===== config.mk =====
export PLATFORM = sky130hd
export DESIGN_NAME = cv32e40x_lsu_obi_responder_flat
export DESIGN_NICKNAME = d
export VERILOG_FILES = /design/src/rtl/cv32e40x_pkg.sv /design/src/rtl/cv32e40x_lsu_obi_responder_if.sv /design/src/rtl/cv32e40x_lsu_fifo.sv /design/src/rtl/cv32e40x_lsu_obi_responder.sv /design/src/flat_wrapper.sv
export SDC_FILE = /design/constraint.sdc
export NUM_CORES = 1
export LEC_CHECK = 0
export ABC_AREA = 1
export ABC_CLOCK_PERIOD_IN_PS = 3400
export BUFFER_PORTS_ARGS = -buffer_cell sky130_fd_sc_hd__buf_2
export CORE_ASPECT_RATIO = 0.75
export CORE_MARGIN = 10
export CORE_UTILIZATION = 35
export CTS_BUF_LIST = sky130_fd_sc_hd__clkbuf_16
export CTS_CLUSTER_SIZE = 40
export DETAILED_ROUTE_END_ITERATION = 12
export GPL_ROUTABILITY_DRIVEN = 0
export REMOVE_ABC_BUFFERS = 1
export SETUP_SLACK_MARGIN = 0.02
export SLEW_MARGIN = 20
export SYNTH_ARGS = -nofsm -noshare
export SYNTH_HDL_FRONTEND = slang
export SYNTH_SLANG_ARGS = --single-unit

===== constraint.sdc =====
create_clock -name clk -period 3.4 [get_ports clk]
set_clock_uncertainty 0.1 [all_clocks]
set_input_delay 0.34 -clock clk [delete_from_list [all_inputs] [get_ports clk]]
set_output_delay 0.34 -clock clk [all_outputs]
set_load 0.05 [all_outputs]

===== src/rtl/cv32e40x_pkg.sv =====
// Shared types and helpers for the LSU OBI responder: access size, result
// record, tracking record and the byte-lane / extraction functions.
package cv32e40x_pkg;

  typedef enum logic [1:0] {
    LSU_SIZE_BYTE = 2'd0,
    LSU_SIZE_HALF = 2'd1,
    LSU_SIZE_WORD = 2'd2
  } lsu_size_e;

  typedef struct packed {
    logic [31:0] rdata;
    logic        bus_err;
    logic        misaligned;
  } lsu_resp_t;

  // What the response path needs to remember about each granted request.
  typedef struct packed {
    logic      we;
    lsu_size_e size;
    logic      sext;
    logic [1:0] offset;
  } lsu_trk_t;

  function automatic logic lsu_misaligned(input lsu_size_e size, input logic [1:0] offset);
    case (size)
      LSU_SIZE_HALF: return offset[0];
      LSU_SIZE_WORD: return (offset != 2'b00);
      default:       return 1'b0;
    endcase
  endfunction

  function automatic logic [3:0] lsu_be(input lsu_size_e size, input logic [1:0] offset);
    case (size)
      LSU_SIZE_BYTE: return 4'b0001 << offset;
      LSU_SIZE_HALF: return 4'b0011 << offset;
      default:       return 4'b1111;
    endcase
  endfunction

  // Align the returned word to bit 0 and extend it to 32 bits; stores return 0.
  function automatic logic [31:0] lsu_extract(input lsu_trk_t trk, input logic [31:0] rdata);
    logic [31:0] shifted;
    shifted = rdata >> {trk.offset, 3'b000};
    if (trk.we) return 32'd0;
    case (trk.size)
      LSU_SIZE_BYTE: return {{24{trk.sext & shifted[7]}}, shifted[7:0]};
      LSU_SIZE_HALF: return {{16{trk.sext & shifted[15]}}, shifted[15:0]};
      default:       return shifted;
    endcase
  endfunction

endpackage


===== src/rtl/cv32e40x_lsu_obi_responder_if.sv =====
// Signal bundle between EX-stage LSU requests, the OBI data bus and WB results.
// slave: the responder's view; master: the environment driving it.
interface cv32e40x_lsu_obi_responder_if;
  import cv32e40x_pkg::*;

  logic        lsu_valid_i;
  logic        lsu_ready_o;
  logic        lsu_we_i;
  logic [1:0]  lsu_size_i;
  logic        lsu_sext_i;
  logic [31:0] lsu_addr_i;
  logic [31:0] lsu_wdata_i;

  logic        data_req_o;
  logic        data_gnt_i;
  logic [31:0] data_addr_o;
  logic        data_we_o;
  logic [3:0]  data_be_o;
  logic [31:0] data_wdata_o;
  logic        data_rvalid_i;
  logic [31:0] data_rdata_i;
  logic        data_err_i;

  logic        resp_valid_o;
  logic        resp_ready_i;
  logic [31:0] resp_rdata_o;
  logic        resp_bus_err_o;
  logic        resp_misaligned_o;

  modport slave (
    input  lsu_valid_i, lsu_we_i, lsu_size_i, lsu_sext_i, lsu_addr_i, lsu_wdata_i,
    output lsu_ready_o,
    output data_req_o, data_addr_o, data_we_o, data_be_o, data_wdata_o,
    input  data_gnt_i, data_rvalid_i, data_rdata_i, data_err_i,
    output resp_valid_o, resp_rdata_o, resp_bus_err_o, resp_misaligned_o,
    input  resp_ready_i
  );

  modport master (
    output lsu_valid_i, lsu_we_i, lsu_size_i, lsu_sext_i, lsu_addr_i, lsu_wdata_i,
    input  lsu_ready_o,
    input  data_req_o, data_addr_o, data_we_o, data_be_o, data_wdata_o,
    output data_gnt_i, data_rvalid_i, data_rdata_i, data_err_i,
    input  resp_valid_o, resp_rdata_o, resp_bus_err_o, resp_misaligned_o,
    output resp_ready_i
  );

endinterface


===== src/rtl/cv32e40x_lsu_fifo.sv =====
// Small first-word-fall-through FIFO with a second, lower-priority push port
// so two entries can be written in one cycle (data_i lands first).
module cv32e40x_lsu_fifo #(
  parameter int unsigned WIDTH = 8,
  parameter int unsigned DEPTH = 2,
  localparam int unsigned CNT_W = $clog2(DEPTH + 1)
) (
  input  logic             clk,
  input  logic             rst_n,
  input  logic             push_i,
  input  logic [WIDTH-1:0] data_i,
  input  logic             push2_i,
  input  logic [WIDTH-1:0] data2_i,
  input  logic             pop_i,
  output logic [WIDTH-1:0] data_o,
  output logic             full_o,
  output logic             empty_o,
  output logic [CNT_W-1:0] count_o
);

  localparam int unsigned PTR_W = (DEPTH > 1) ? $clog2(DEPTH) : 1;
  localparam logic [PTR_W-1:0] LAST = PTR_W'(DEPTH - 1);

  function automatic logic [PTR_W-1:0] ptr_inc(input logic [PTR_W-1:0] p);
    return (p == LAST) ? '0 : p + 1'b1;
  endfunction

  logic [WIDTH-1:0] mem_q [DEPTH];
  logic [PTR_W-1:0] wptr_q, wptr_d, rptr_q, rptr_d, wptr_next;
  logic [CNT_W-1:0] count_q, count_d;
  logic             pop_ok;

  always_comb begin
    pop_ok    = pop_i && (count_q != '0);
    wptr_next = ptr_inc(wptr_q);
    wptr_d    = wptr_q;
    if (push_i && push2_i) begin
      wptr_d = ptr_inc(wptr_next);
    end else if (push_i || push2_i) begin
      wptr_d = wptr_next;
    end
    rptr_d  = pop_ok ? ptr_inc(rptr_q) : rptr_q;
    count_d = count_q + CNT_W'(push_i) + CNT_W'(push2_i) - CNT_W'(pop_ok);
  end

  always_ff @(posedge clk or negedge rst_n) begin
    if (!rst_n) begin
      wptr_q  <= '0;
      rptr_q  <= '0;
      count_q <= '0;
    end else begin
      wptr_q  <= wptr_d;
      rptr_q  <= rptr_d;
      count_q <= count_d;
    end
  end

  // Storage carries no reset: validity is tracked entirely by count_q.
  always_ff @(posedge clk) begin
    if (push_i) begin
      mem_q[wptr_q] <= data_i;
    end
    if (push2_i) begin
      mem_q[push_i ? wptr_next : wptr_q] <= data2_i;
    end
  end

  assign data_o  = mem_q[rptr_q];
  assign full_o  = (count_q == CNT_W'(DEPTH));
  assign empty_o = (count_q == '0);
  assign count_o = count_q;

endmodule


===== src/rtl/cv32e40x_lsu_obi_responder.sv =====
// LSU-to-OBI bridge: issues aligned bus requests, tracks them in order and
// returns aligned/extended results (or misaligned faults) through a result FIFO.
module cv32e40x_lsu_obi_responder
  import cv32e40x_pkg::*;
#(
  parameter int unsigned DEPTH = 2
) (
  input logic                         clk,
  input logic                         rst_n,
  cv32e40x_lsu_obi_responder_if.slave bus
);

  localparam int unsigned CNT_W = $clog2(DEPTH + 1);

  lsu_size_e        size;
  logic [1:0]       offset;
  logic             misaligned;
  logic             credit;
  logic             grant;
  logic             mis_accept;
  logic             rvalid_pop;
  logic             rsp_pop;

  lsu_trk_t         trk_in, trk_head;
  logic             trk_full, trk_empty;
  logic [CNT_W-1:0] outstanding_cnt;

  lsu_resp_t        bus_resp, mis_resp, rsp_head;
  logic             rsp_full, rsp_empty;
  logic [CNT_W-1:0] rsp_count;

  assign size       = lsu_size_e'(bus.lsu_size_i);
  assign offset     = bus.lsu_addr_i[1:0];
  assign misaligned = lsu_misaligned(size, offset);

  // Credit deliberately ignores a pop happening in the same cycle.
  assign credit     = ({1'b0, outstanding_cnt} + {1'b0, rsp_count}) < (CNT_W + 1)'(DEPTH);

  assign bus.data_req_o   = rst_n && bus.lsu_valid_i && !misaligned && credit;
  assign bus.data_addr_o  = {bus.lsu_addr_i[31:2], 2'b00};
  assign bus.data_be_o    = lsu_be(size, offset);
  assign bus.data_wdata_o = bus.lsu_wdata_i << {offset, 3'b000};
  assign bus.data_we_o    = bus.lsu_we_i;

  assign grant           = bus.data_req_o && bus.data_gnt_i;
  assign mis_accept      = rst_n && bus.lsu_valid_i && misaligned && credit;
  assign bus.lsu_ready_o = grant || mis_accept;

  assign trk_in     = '{we: bus.lsu_we_i, size: size, sext: bus.lsu_sext_i, offset: offset};
  assign rvalid_pop = bus.data_rvalid_i && !trk_empty;

  cv32e40x_lsu_fifo #(
    .WIDTH ($bits(lsu_trk_t)),
    .DEPTH (DEPTH)
  ) u_trk_fifo (
    .clk     (clk),
    .rst_n   (rst_n),
    .push_i  (grant),
    .data_i  (trk_in),
    .push2_i (1'b0),
    .data2_i ('0),
    .pop_i   (rvalid_pop),
    .data_o  (trk_head),
    .full_o  (trk_full),
    .empty_o (trk_empty),
    .count_o (outstanding_cnt)
  );

  assign bus_resp = '{rdata: lsu_extract(trk_head, bus.data_rdata_i),
                      bus_err: bus.data_err_i, misaligned: 1'b0};
  assign mis_resp = '{rdata: 32'd0, bus_err: 1'b0, misaligned: 1'b1};
  assign rsp_pop  = bus.resp_valid_o && bus.resp_ready_i;

  // Bus responses use the primary port so they are queued ahead of a
  // misaligned fault accepted in the same cycle.
  cv32e40x_lsu_fifo #(
    .WIDTH ($bits(lsu_resp_t)),
    .DEPTH (DEPTH)
  ) u_rsp_fifo (
    .clk     (clk),
    .rst_n   (rst_n),
    .push_i  (rvalid_pop),
    .data_i  (bus_resp),
    .push2_i (mis_accept),
    .data2_i (mis_resp),
    .pop_i   (rsp_pop),
    .data_o  (rsp_head),
    .full_o  (rsp_full),
    .empty_o (rsp_empty),
    .count_o (rsp_count)
  );

  assign bus.resp_valid_o      = rst_n && !rsp_empty;
  assign bus.resp_rdata_o      = rsp_head.rdata;
  assign bus.resp_bus_err_o    = rsp_head.bus_err;
  assign bus.resp_misaligned_o = rsp_head.misaligned;

  a_rvalid_needs_outstanding: assert property (
    @(posedge clk) disable iff (!rst_n) bus.data_rvalid_i |-> !trk_empty);

  a_addr_phase_stable: assert property (
    @(posedge clk) disable iff (!rst_n)
    (bus.data_req_o && !bus.data_gnt_i) |=>
      (bus.data_req_o && $stable(bus.data_addr_o) && $stable(bus.data_we_o) &&
       $stable(bus.data_be_o) && $stable(bus.data_wdata_o)));

  a_no_overflow: assert property (
    @(posedge clk) disable iff (!rst_n)
    !(grant && trk_full) && !(rsp_full && (rvalid_pop || mis_accept) && !rsp_pop));

endmodule

===== src/flat_wrapper.sv =====
// flat-port wrapper written by rule: the top's interface ports become plain ports
module cv32e40x_lsu_obi_responder_flat import cv32e40x_pkg::*;
#(
  parameter int unsigned DEPTH = 2
)
  (clk, rst_n, bus_lsu_valid_i, bus_lsu_we_i, bus_lsu_size_i, bus_lsu_sext_i, bus_lsu_addr_i, bus_lsu_wdata_i, bus_lsu_ready_o, bus_data_req_o, bus_data_addr_o, bus_data_we_o, bus_data_be_o, bus_data_wdata_o, bus_data_gnt_i, bus_data_rvalid_i, bus_data_rdata_i, bus_data_err_i, bus_resp_valid_o, bus_resp_rdata_o, bus_resp_bus_err_o, bus_resp_misaligned_o, bus_resp_ready_i);
  cv32e40x_lsu_obi_responder_if bus_i ();
  input logic clk;
  input logic rst_n;
  input wire logic [$bits(bus_i.lsu_valid_i)-1:0] bus_lsu_valid_i;
  input wire logic [$bits(bus_i.lsu_we_i)-1:0] bus_lsu_we_i;
  input wire logic [$bits(bus_i.lsu_size_i)-1:0] bus_lsu_size_i;
  input wire logic [$bits(bus_i.lsu_sext_i)-1:0] bus_lsu_sext_i;
  input wire logic [$bits(bus_i.lsu_addr_i)-1:0] bus_lsu_addr_i;
  input wire logic [$bits(bus_i.lsu_wdata_i)-1:0] bus_lsu_wdata_i;
  output wire logic [$bits(bus_i.lsu_ready_o)-1:0] bus_lsu_ready_o;
  output wire logic [$bits(bus_i.data_req_o)-1:0] bus_data_req_o;
  output wire logic [$bits(bus_i.data_addr_o)-1:0] bus_data_addr_o;
  output wire logic [$bits(bus_i.data_we_o)-1:0] bus_data_we_o;
  output wire logic [$bits(bus_i.data_be_o)-1:0] bus_data_be_o;
  output wire logic [$bits(bus_i.data_wdata_o)-1:0] bus_data_wdata_o;
  input wire logic [$bits(bus_i.data_gnt_i)-1:0] bus_data_gnt_i;
  input wire logic [$bits(bus_i.data_rvalid_i)-1:0] bus_data_rvalid_i;
  input wire logic [$bits(bus_i.data_rdata_i)-1:0] bus_data_rdata_i;
  input wire logic [$bits(bus_i.data_err_i)-1:0] bus_data_err_i;
  output wire logic [$bits(bus_i.resp_valid_o)-1:0] bus_resp_valid_o;
  output wire logic [$bits(bus_i.resp_rdata_o)-1:0] bus_resp_rdata_o;
  output wire logic [$bits(bus_i.resp_bus_err_o)-1:0] bus_resp_bus_err_o;
  output wire logic [$bits(bus_i.resp_misaligned_o)-1:0] bus_resp_misaligned_o;
  input wire logic [$bits(bus_i.resp_ready_i)-1:0] bus_resp_ready_i;
  assign bus_i.lsu_valid_i = bus_lsu_valid_i;
  assign bus_i.lsu_we_i = bus_lsu_we_i;
  assign bus_i.lsu_size_i = bus_lsu_size_i;
  assign bus_i.lsu_sext_i = bus_lsu_sext_i;
  assign bus_i.lsu_addr_i = bus_lsu_addr_i;
  assign bus_i.lsu_wdata_i = bus_lsu_wdata_i;
  assign bus_lsu_ready_o = bus_i.lsu_ready_o;
  assign bus_data_req_o = bus_i.data_req_o;
  assign bus_data_addr_o = bus_i.data_addr_o;
  assign bus_data_we_o = bus_i.data_we_o;
  assign bus_data_be_o = bus_i.data_be_o;
  assign bus_data_wdata_o = bus_i.data_wdata_o;
  assign bus_i.data_gnt_i = bus_data_gnt_i;
  assign bus_i.data_rvalid_i = bus_data_rvalid_i;
  assign bus_i.data_rdata_i = bus_data_rdata_i;
  assign bus_i.data_err_i = bus_data_err_i;
  assign bus_resp_valid_o = bus_i.resp_valid_o;
  assign bus_resp_rdata_o = bus_i.resp_rdata_o;
  assign bus_resp_bus_err_o = bus_i.resp_bus_err_o;
  assign bus_resp_misaligned_o = bus_i.resp_misaligned_o;
  assign bus_i.resp_ready_i = bus_resp_ready_i;
  cv32e40x_lsu_obi_responder #(.DEPTH(DEPTH)) u_core (.clk(clk), .rst_n(rst_n), .bus(bus_i));
endmodule

==> results.md, run 1 <==
- Global routing consumed, over all layers together, 16.4% of the routing resources.
- The starting density of the core is 35.6%.
- At the pin with the least slew margin, the transition time is 0.754 ns.
- The via count of the first global-routing pass is 4975.
- The repair_antennas step left the layout with diodes totalling 0.
- The total of flip-flops plus latches after synthesis is 88.
- The share of total power dissipated in sequential elements is 26.1%.
- The worst hold path startpoint is bus_lsu_sext_i.
- The data arrival time of the critical path is 2.28 ns.
- The number of warnings reported in the yosys synthesis log is 0.
- The root cell of the clock tree is clkbuf_16.
- The quantity of I/O buffers inserted on ports is 150.
- The class of the most critical setup path is reg2out.
- The number of core rows is 39.
- The highest ir drop seen on vdd is 0.455 mV.
- The worst path needs 2.72 ns of the cycle, external delays included.
- The startpoint of the most critical register-to-register path is u_core.u_rsp_fifo.count_o[0]$_DFF_PN0_.
- During I/O placement, the number of pins put on the boundary was 213.
- Compared with the post-synthesis result, the final layout area differs by 16.5%.
- The die is 128 um tall.
- The signal on the critical path passes through nand2_1 -> inv_1 -> fa_1 -> nor2_1 -> nand3_1 -> a31oi_1 -> nand2_1 -> o21ai_0 -> buf_2.
- In this run the power spent charging and discharging nets is 3750 uW.
- The number of synthesized flops with an enable pin is 12.
- The sum of net half-perimeters after detailed placement is 13200 um.
- Before antenna repair, the detailed router went through 5 iterations.
- The most numerous cell type found on the critical path is nand2_1.
- The worst reg2reg path depth is 8.
- After the first detailed-routing iteration, the DRC count stood at 458.
- The H-tree was split into 3 levels.
- The total of fill cells in the finished design is 1633.
- The delay of the slowest cell on the worst path is 0.42 ns.
- In this run the horizontal extent of the chip is 164 um.
- The number of buffers added for setup after CTS is 0.
- The sequential area share after synthesis is 35.5%.
- The number of buffers and inverters on the critical path is 2.
- Counting every sink on the clock net gives 88.
- The flop-to-flop setup slack is 0.94 ns.
- The mean cell area of the mapped netlist is 7.08 sq um.
- The via count of the routed design is 5206.
- The biggest area contributor in the post-synthesis netlist is dfxtp_1.
- The final layout net count is 971.
- The worst setup path is captured at a primary output.
- In this design, the largest share of critical-path delay is due to simple AND/OR/NAND/NOR gates.
- In the synthesized netlist the dominant register cell turns out to be dfxtp_1.
- Cell internal power was estimated by the tool at 3260 uW.
- The fraction of power consumed by the clock network is 13.9%.
- The run finished with clean final reports.
- The power per unit of standard cell area is 1110 nW/um^2.
- The fraction of power consumed by combinational cells is 60.0%.
- The worst hold path endpoint is u_core.u_trk_fifo.mem_q[1][2]$_DFFE_PP_.
- The clock passes through at most 2 buffers.
- Dividing the detail-routed wire length by the instance count gives 16.8 um.
- The fraction of power spent switching nets is 53.5%.
- The end of the worst register-to-register path is u_core.u_trk_fifo.mem_q[1][5]$_DFFE_PP_.
- Once the clock tree was built, the resizer swapped 0 gates to a different size.
- The final hold violation count is 0.
- The tool flagged a number of max-cap violations equal to 0.
- The aggregate negative setup slack is 0 ns.
- In this run the worst path has a maximum fanout of 5.
- The detail route stage leaves a number of antenna-violating nets equal to 0.
- STA classifies the critical path startpoint as a flip-flop.
- Counting instances, the worst hold path has a depth of 1.
- The post-route netlist has 26.4% of its cells at a drive strength greater than 1.
- Setup repair after global routing left no endpoint under its margin.
- Setup violations remaining at the end of the flow were counted as 0.
- Dividing the final minimum period by the clock period gives 79.9%.
- The standard cell with the maximum stage delay on the critical path is fa_1.
- The total CTS buffers is 9.
- The overall overflow remaining after global route is 0.
- The hold buffer count at CTS is 1.
- Clock latency on the worst-skew pair, taken at its later pin, is 0.33 ns.
- Sorting the synthesized cells by area gives the leading types as dfxtp_1, nand2_1, a21oi_1.
- The first-pass GRT wire length is 27300 um.
- Once layout is complete, the utilization of the core stands at 41.4%.
- The die covers 20900 sq um.
- The total DRC errors in the routed layout is 0.
- The total routed wirelength is 17900 um.
- The region available for standard cell placement spans 15200 sq um.
- The tightest min-delay check is of the in2reg type.
- The normalized max-slew margin is 49.7%.
- The achievable frequency is 0.368 GHz.
- The CTS tree is built.
- For the worst setup path, the data required time is 2.96 ns.
- The proportion of netlist area held by the largest area contributor is 25.1%.
- In the synthesized netlist the async set-or-reset flop fraction comes to 9.09%.
- The cell count after synthesis came out at 765.
- The clock transition at the register clock pins on the worst setup and hold paths after CTS is 0.06 ns.
- Entering global routing, the biggest net connects 39 pins.
- The number of antenna violations at the first check in global routing was 0.
- The final number of max-transition violations is 0.
- The count of distinct cell types in the synthesized netlist is 41.
- After synthesis the cells add up to 5420 sq um.
- The number of vias per cell is 4.89.
- The leakage power is 0.00305 uW.
==> cells in the mapped netlist, drive strengths merged (3+ instances only) <==
cell type / number
buf: 54
a21oi: 91
nand3: 46
ha: 9
dfxtp: 68
nor2: 37
nand2: 247
o211ai: 7
edfxtp: 12
clkbuf: 30
o21ai: 85
xor2: 7
xnor2: 3
o32ai: 6
a22oi: 8
inv: 35
dfrtp: 8
==> cell usage in the layout, fill, tap and decap left out, types with 7 or more instances in the layout <==
master,count
edfxtp_1,12
inv_1,33
ha_1,7
dfrtp_1,8
clkbuf_16,9
dfxtp_1,68
nor2_1,35
buf_2,150
a21oi_1,77
o211ai_1,7
nand2_2,18
o21ai_1,9
nand3_1,42
nand2_1,224
buf_4,10
a22oi_1,8
xor2_1,7
a21oi_2,14
o21ai_0,73
==> stage by stage <==
step	hold slack [ns]	setup WS, ns	power (uW)	cell area [sq um]	cells
detailed placement	0.113	0.933	6070	6010	1047
global route	0.0824	0.468	7570	6310	1064
global placement	0.107	0.944	6030	6010	1047
CTS	0.0852	0.650	7050	6310	1064
finish	0.0961	0.683	7010	6310	1064
floorplan	-0.0556	0.0359	4980	4920	682
==> flip-flops by register name, indices dropped and copies added (netlist names) <==
signal / cells
u_core.u_rsp_fifo.mem_q: 68
u_core.u_rsp_fifo.wptr_q: 1
u_core.u_trk_fifo.rptr_q: 1
u_core.u_trk_fifo.wptr_q: 1
u_core.u_rsp_fifo.rptr_q: 1
u_core.u_rsp_fifo.count_o: 2
u_core.u_trk_fifo.count_o: 2
u_core.u_trk_fifo.mem_q: 12
==> layout make-up <==
cell class,instances,area [sq um],share of cell area (%)
flip-flops and latches,88,1920,30.5
clock buffers,9,225,3.57
repair buffers,161,836,13.2
multi-input cells,558,2860,45.4
clock inverters,7,63.8,1.01
inverters,36,143,2.26
well taps,205,256,4.07
==> worst max-delay path by stage <==
stage,from,to,slack [ns],cells after the start
3_3_place_gp,u_core.u_rsp_fifo.count_o[0]$_DFF_PN0_,u_core.u_trk_fifo.mem_q[0][1]$_DFFE_PP_,0.94,8
2_1_floorplan,u_core.u_rsp_fifo.count_o[0]$_DFF_PN0_,bus_lsu_ready_o,0.04,8
3_5_place_dp,u_core.u_rsp_fifo.count_o[0]$_DFF_PN0_,u_core.u_trk_fifo.mem_q[1][0]$_DFFE_PP_,0.93,8
5_1_grt,u_core.u_rsp_fifo.count_o[0]$_DFF_PN0_,bus_lsu_ready_o,0.47,9
6_report,u_core.u_rsp_fifo.count_o[0]$_DFF_PN0_,bus_lsu_ready_o,0.68,9
4_1_cts,u_core.u_rsp_fifo.count_o[0]$_DFF_PN0_,bus_lsu_ready_o,0.65,9
==> logic make-up after synthesis <==
family                   Yosys count  synth area share, %
other                              1               0.0692
XOR/XNOR                          10                 1.62
buffers and inverters            120                 11.8
AO/OA/AOI/OAI                    202                 21.4
multiplexers                       2                0.370
AND/OR/NAND/NOR                  332                 26.8
adder cells (fa/ha/maj)           10                 2.45
flip-flops                        88                 35.5
==> power by group through the flow <==
stage	clock (uW)	combinational, uW	sequential (uW)
global route	1030	4650	1890
detailed placement	0	4230	1840
CTS	988	4240	1820
finish	973	4210	1830
floorplan	0	3160	1820
global placement	0	4190	1850
==> metal layers <==
layer	global-route usage (%)	up-vias	wire [um]
met3	5.62	18	1440
met5	3.83	-	94
met4	3.04	2	192
met1	22.8	2326	8510
li1	-	2666	-
met2	23.6	194	7620
Power figures use the tool's default switching activity.
==> inputs of run 2 (changes only) <==
Settings changed: ABC_AREA 1 to 0, ABC_CLOCK_PERIOD_IN_PS 3400 to 2400.
Clock period 3.4 ns to 2.4 ns, I/O delays scaled along.
==> results.md, run 2 <==
- The first-pass GRT wire length is 25600 um.
- The number of DRC violations after detailed-routing iteration 0 is 398.
- In the post-synthesis netlist, the biggest area contributors are dfxtp_1, mux2_2, edfxtp_1.
- The total of fill cells in the finished design is 1315.
- On the critical path, the stage with the largest delay is an instance of fa_1.
- The register with the most flip-flops in the layout has 68 of them.
- Sequential elements use 38.0% of the synthesized area.
- Setup repair after global routing could not meet its margin everywhere.
- The clock insertion delay at the later pin of the skew report is 0.34 ns.
- The overall overflow remaining after global route is 0.
- The clock transition at the register clock pins on the worst setup and hold paths after CTS is 0.06 ns.
- The detailed router put a total of 7550 um of wire on met1.
- The count of distinct cell types in the synthesized netlist is 44.
- Of the total power, the share spent switching nets is 47.5%.
- The synthesized design spends more area on one cell type than any other, namely dfxtp_1.
- In the global route stage, overall resource usage came out at 16.1%.
- The number of standard cells in the final layout excluding fillers is 894.
- The number of core rows is 37.
- The class of the most critical setup path is reg2reg.
- The routed wire length on met2 is 7960 um.
- The leakage power is 0.00294 uW.
- The share of the core filled with cells is 47.6%.
- The startpoint kind of the worst setup timing path is a flip-flop.
- At the pin with the least slew margin, the transition time is 0.595 ns.
- The run finished with clean final reports.
- The CTS tree is built.
- The critical path goes through and2_4 -> fa_1 -> nand4bb_4 -> nor2_2 -> nand2_1 -> ha_1 -> inv_1 -> ha_2 -> xnor2_2 -> xnor2_1.
- The average routed wire per standard cell is 19.5 um.
- The internal portion of the total power is 4600 uW.
- The remaining antenna violation count is 0.
- The total of endpoints with negative setup slack in the final report is 0.
- On the worst path, the slowest cell contributes a delay of 0.43 ns.
- The max-cap violation count is 0.
- The tree built by TritonCTS fans out to 88 sinks.
- Clock tree synthesis selected as its root buffer the cell clkbuf_16.
- The largest net degree at the start of global routing is 41.
- Total power for the finished layout comes to 8760 uW.
- The final hold violation count is 0.
- Synthesis produced a netlist whose cell count is 557.
- The total routed wirelength is 17400 um.
- Of all flip-flops after synthesis, the portion carrying an async set or reset was 9.09%.
- The worst min-delay path class is in2reg.
- The mean cell area of the mapped netlist is 9.08 sq um.
- Across the VDD grid, the largest voltage drop is 0.423 mV.
- The number of top-level pins is 213.
- The clock network is responsible for 13.8% of the overall power.
- The normalized max-slew margin is 60.3%.
- For this run, the number of Yosys warnings is 0.
- In this run the worst path has a maximum fanout of 3.
- The die area is 19700 sq um.
- The data required time at the worst endpoint is 2.52 ns.
- STA puts the critical path data arrival time at 2.50 ns.
- The HPWL after detailed placement is 12600 um.
- The fraction of power consumed by combinational cells is 58.6%.
- The commonest cells after synthesis are nand2_1, dfxtp_1, mux2_2, buf_4, o21ai_1.
- The top metal layer carrying routed signals is met4.
- The die width is 159 um.
- Across all layers, the routed design uses 4739 vias.
- After synthesis, the largest area contributor takes up 26.9% of total cell area.
- The share of cells above drive strength 1 is 43.4%.
- The synthesized netlist occupies a cell area of 5060 sq um.
- The number of antenna violations at the first check in global routing was 1.
- Among all flip-flop cells after synthesis, the most frequent one is dfxtp_1.
- The maximum buffer depth of the clock tree is 2.
- The fraction of power consumed by sequential logic is 27.7%.
- The starting density of the core is 36.3%.
- The ratio of final minimum period to clock period is 99.0%.
- In the routed design, unresolved DRC markers number 0.
- The library cell used most frequently in the layout, excluding fill and tap cells, is buf_2.
- Counting flops and latches in the post-synthesis netlist gives 88.
- Power spread over the standard cell area amounts to 1320 nW/um^2.
- The first TritonRoute pass finished after 6 iterations.
- The placed instance count is 866.
- Compared with the post-synthesis result, the final layout area differs by 31.1%.
- The clock period minus final worst setup slack is 2.38 ns.
- For this design the total switching power over the nets is 4170 uW.
- In the final layout, the registers with the most flip-flops are u_core.u_rsp_fifo.mem_q: 68 flops, u_core.u_trk_fifo.mem_q: 12 flops.
- In this run, synthesis inferred 12 flip-flops with an integrated enable.
- STA classifies the critical path endpoint as a flip-flop.
- The most common cell in the synthesized netlist is nand2_1.
- Port buffering added 150 buffers.
- The vertical die dimension is 124 um.
- The routed wire length on met3 is 1750 um.
- The final number of max-transition violations came to 0.
- In the layout the commonest cells are buf_2, dfxtp_1, nand2_1, mux2_2, o31ai_1.
- The H-tree generated during clock tree synthesis spans 3 levels.
- The core region is 13900 sq um.
- The achievable frequency is 0.421 GHz.
- The total CTS buffers is 9.
- Dividing the detail-routed via count by the number of cells gives 5.30.
- The via count of the first global-routing pass is 4910.
- The final layout net count is 811.
- The register name with the most flops is u_core.u_rsp_fifo.mem_q.
-- run 2: worst paths after layout --
| check | from | end | slack (ns) | cells past startpoint |
|---|---|---|---|---|
| max | u_core.u_rsp_fifo.count_o[0]$_DFF_PN0_ | u_core.u_trk_fifo.count_o[1]$_DFF_PN0_ | 0.02 | 10 |
| min | bus_lsu_we_i | u_core.u_trk_fifo.mem_q[1][5]$_DFFE_PP_ | 0.02 | 1 |
| max reg2reg | u_core.u_rsp_fifo.count_o[0]$_DFF_PN0_ | u_core.u_trk_fifo.count_o[1]$_DFF_PN0_ | 0.02 | 10 |
| min reg2reg | u_core.u_rsp_fifo.mem_q[0][9]$_SDFFE_PP0P_ | u_core.u_rsp_fifo.mem_q[0][9]$_SDFFE_PP0P_ | 0.35 | 2 |
| max in group asynchronous | rst_n | u_core.u_trk_fifo.rptr_q$_DFFE_PN0P_ | 1.61 | 2 |
| min in group asynchronous | rst_n | u_core.u_rsp_fifo.rptr_q$_DFFE_PN0P_ | 0.30 | 2 |
-- run 2: power groups by stage --
stage	Combinational, uW	Sequential, uW	Clock (uW)
detailed placement	4670	2400	0
CTS	4790	2370	1230
finish	5130	2430	1210
global route	5480	2490	1290
floorplan	3180	2410	0
global placement	4600	2360	0
-- run 2: timing repair --
item | CTS | global route
gates cloned | 0 | 5
endpoints found under the setup margin | 75 | 73
hold endpoints to repair | 10 | 0
gates resized for setup | 9 | 56
hold buffers | 2 | 0
buffers inserted | 3 | 2
pin swaps | 2 | 13
-- run 2: per-stage QoR --
step | cell area (sq um) | setup TNS (ns) | setup WS, ns | hold WS [ns]
3_5_place_dp | 5980 | -7.35 | -0.154 | 0.0100
6_report | 6630 | 0 | 0.0240 | 0.0210
5_1_grt | 6630 | -0.378 | -0.0620 | 0.00988
3_3_place_gp | 5980 | -0.138 | -0.0252 | 0.0108
2_1_floorplan | 4650 | -51.92 | -0.928 | -0.156
4_1_cts | 6310 | 0 | 0.0124 | 0.0152
-- run 2: kinds of logic after synthesis --
logic type,Yosys count,synth area share [%]
other cells,1,0.0741
flops,88,38.0
xor+xnor,10,1.73
compound gates,147,19.1
buf+inv,82,9.18
fa+ha+maj,10,2.62
simple gates,140,11.9
mux,79,17.3
-- run 2: cell type report --
class / instances / area (sq um) / share of cell area [%]
antenna: 1 / 2.50 / 0.0377
clock buffer: 9 / 225 / 3.40
clock inverter: 6 / 25.0 / 0.377
inverter: 14 / 52.6 / 0.792
multi-input combinational: 388 / 2900 / 43.7
sequential: 88 / 1920 / 29.0
tap: 195 / 244 / 3.68
timing repair buffer: 193 / 1260 / 19.0
-- run 2: worst max-delay path, delay by kind of cell (launching register included) --
family | cells | cell delay (ns)
flops | 1 | 0.38
xor+xnor | 2 | 0.25
buf+inv | 1 | 0.04
fa+ha+maj | 3 | 0.87
simple gates | 4 | 0.61
-- run 2: layer usage --
layer / GRT usage [%] / vias up
met5: 0.957 / -
met4: 3.85 / 0
met3: 7.02 / 18
met2: 25.5 / 224
met1: 19.8 / 2276
li1: - / 2221
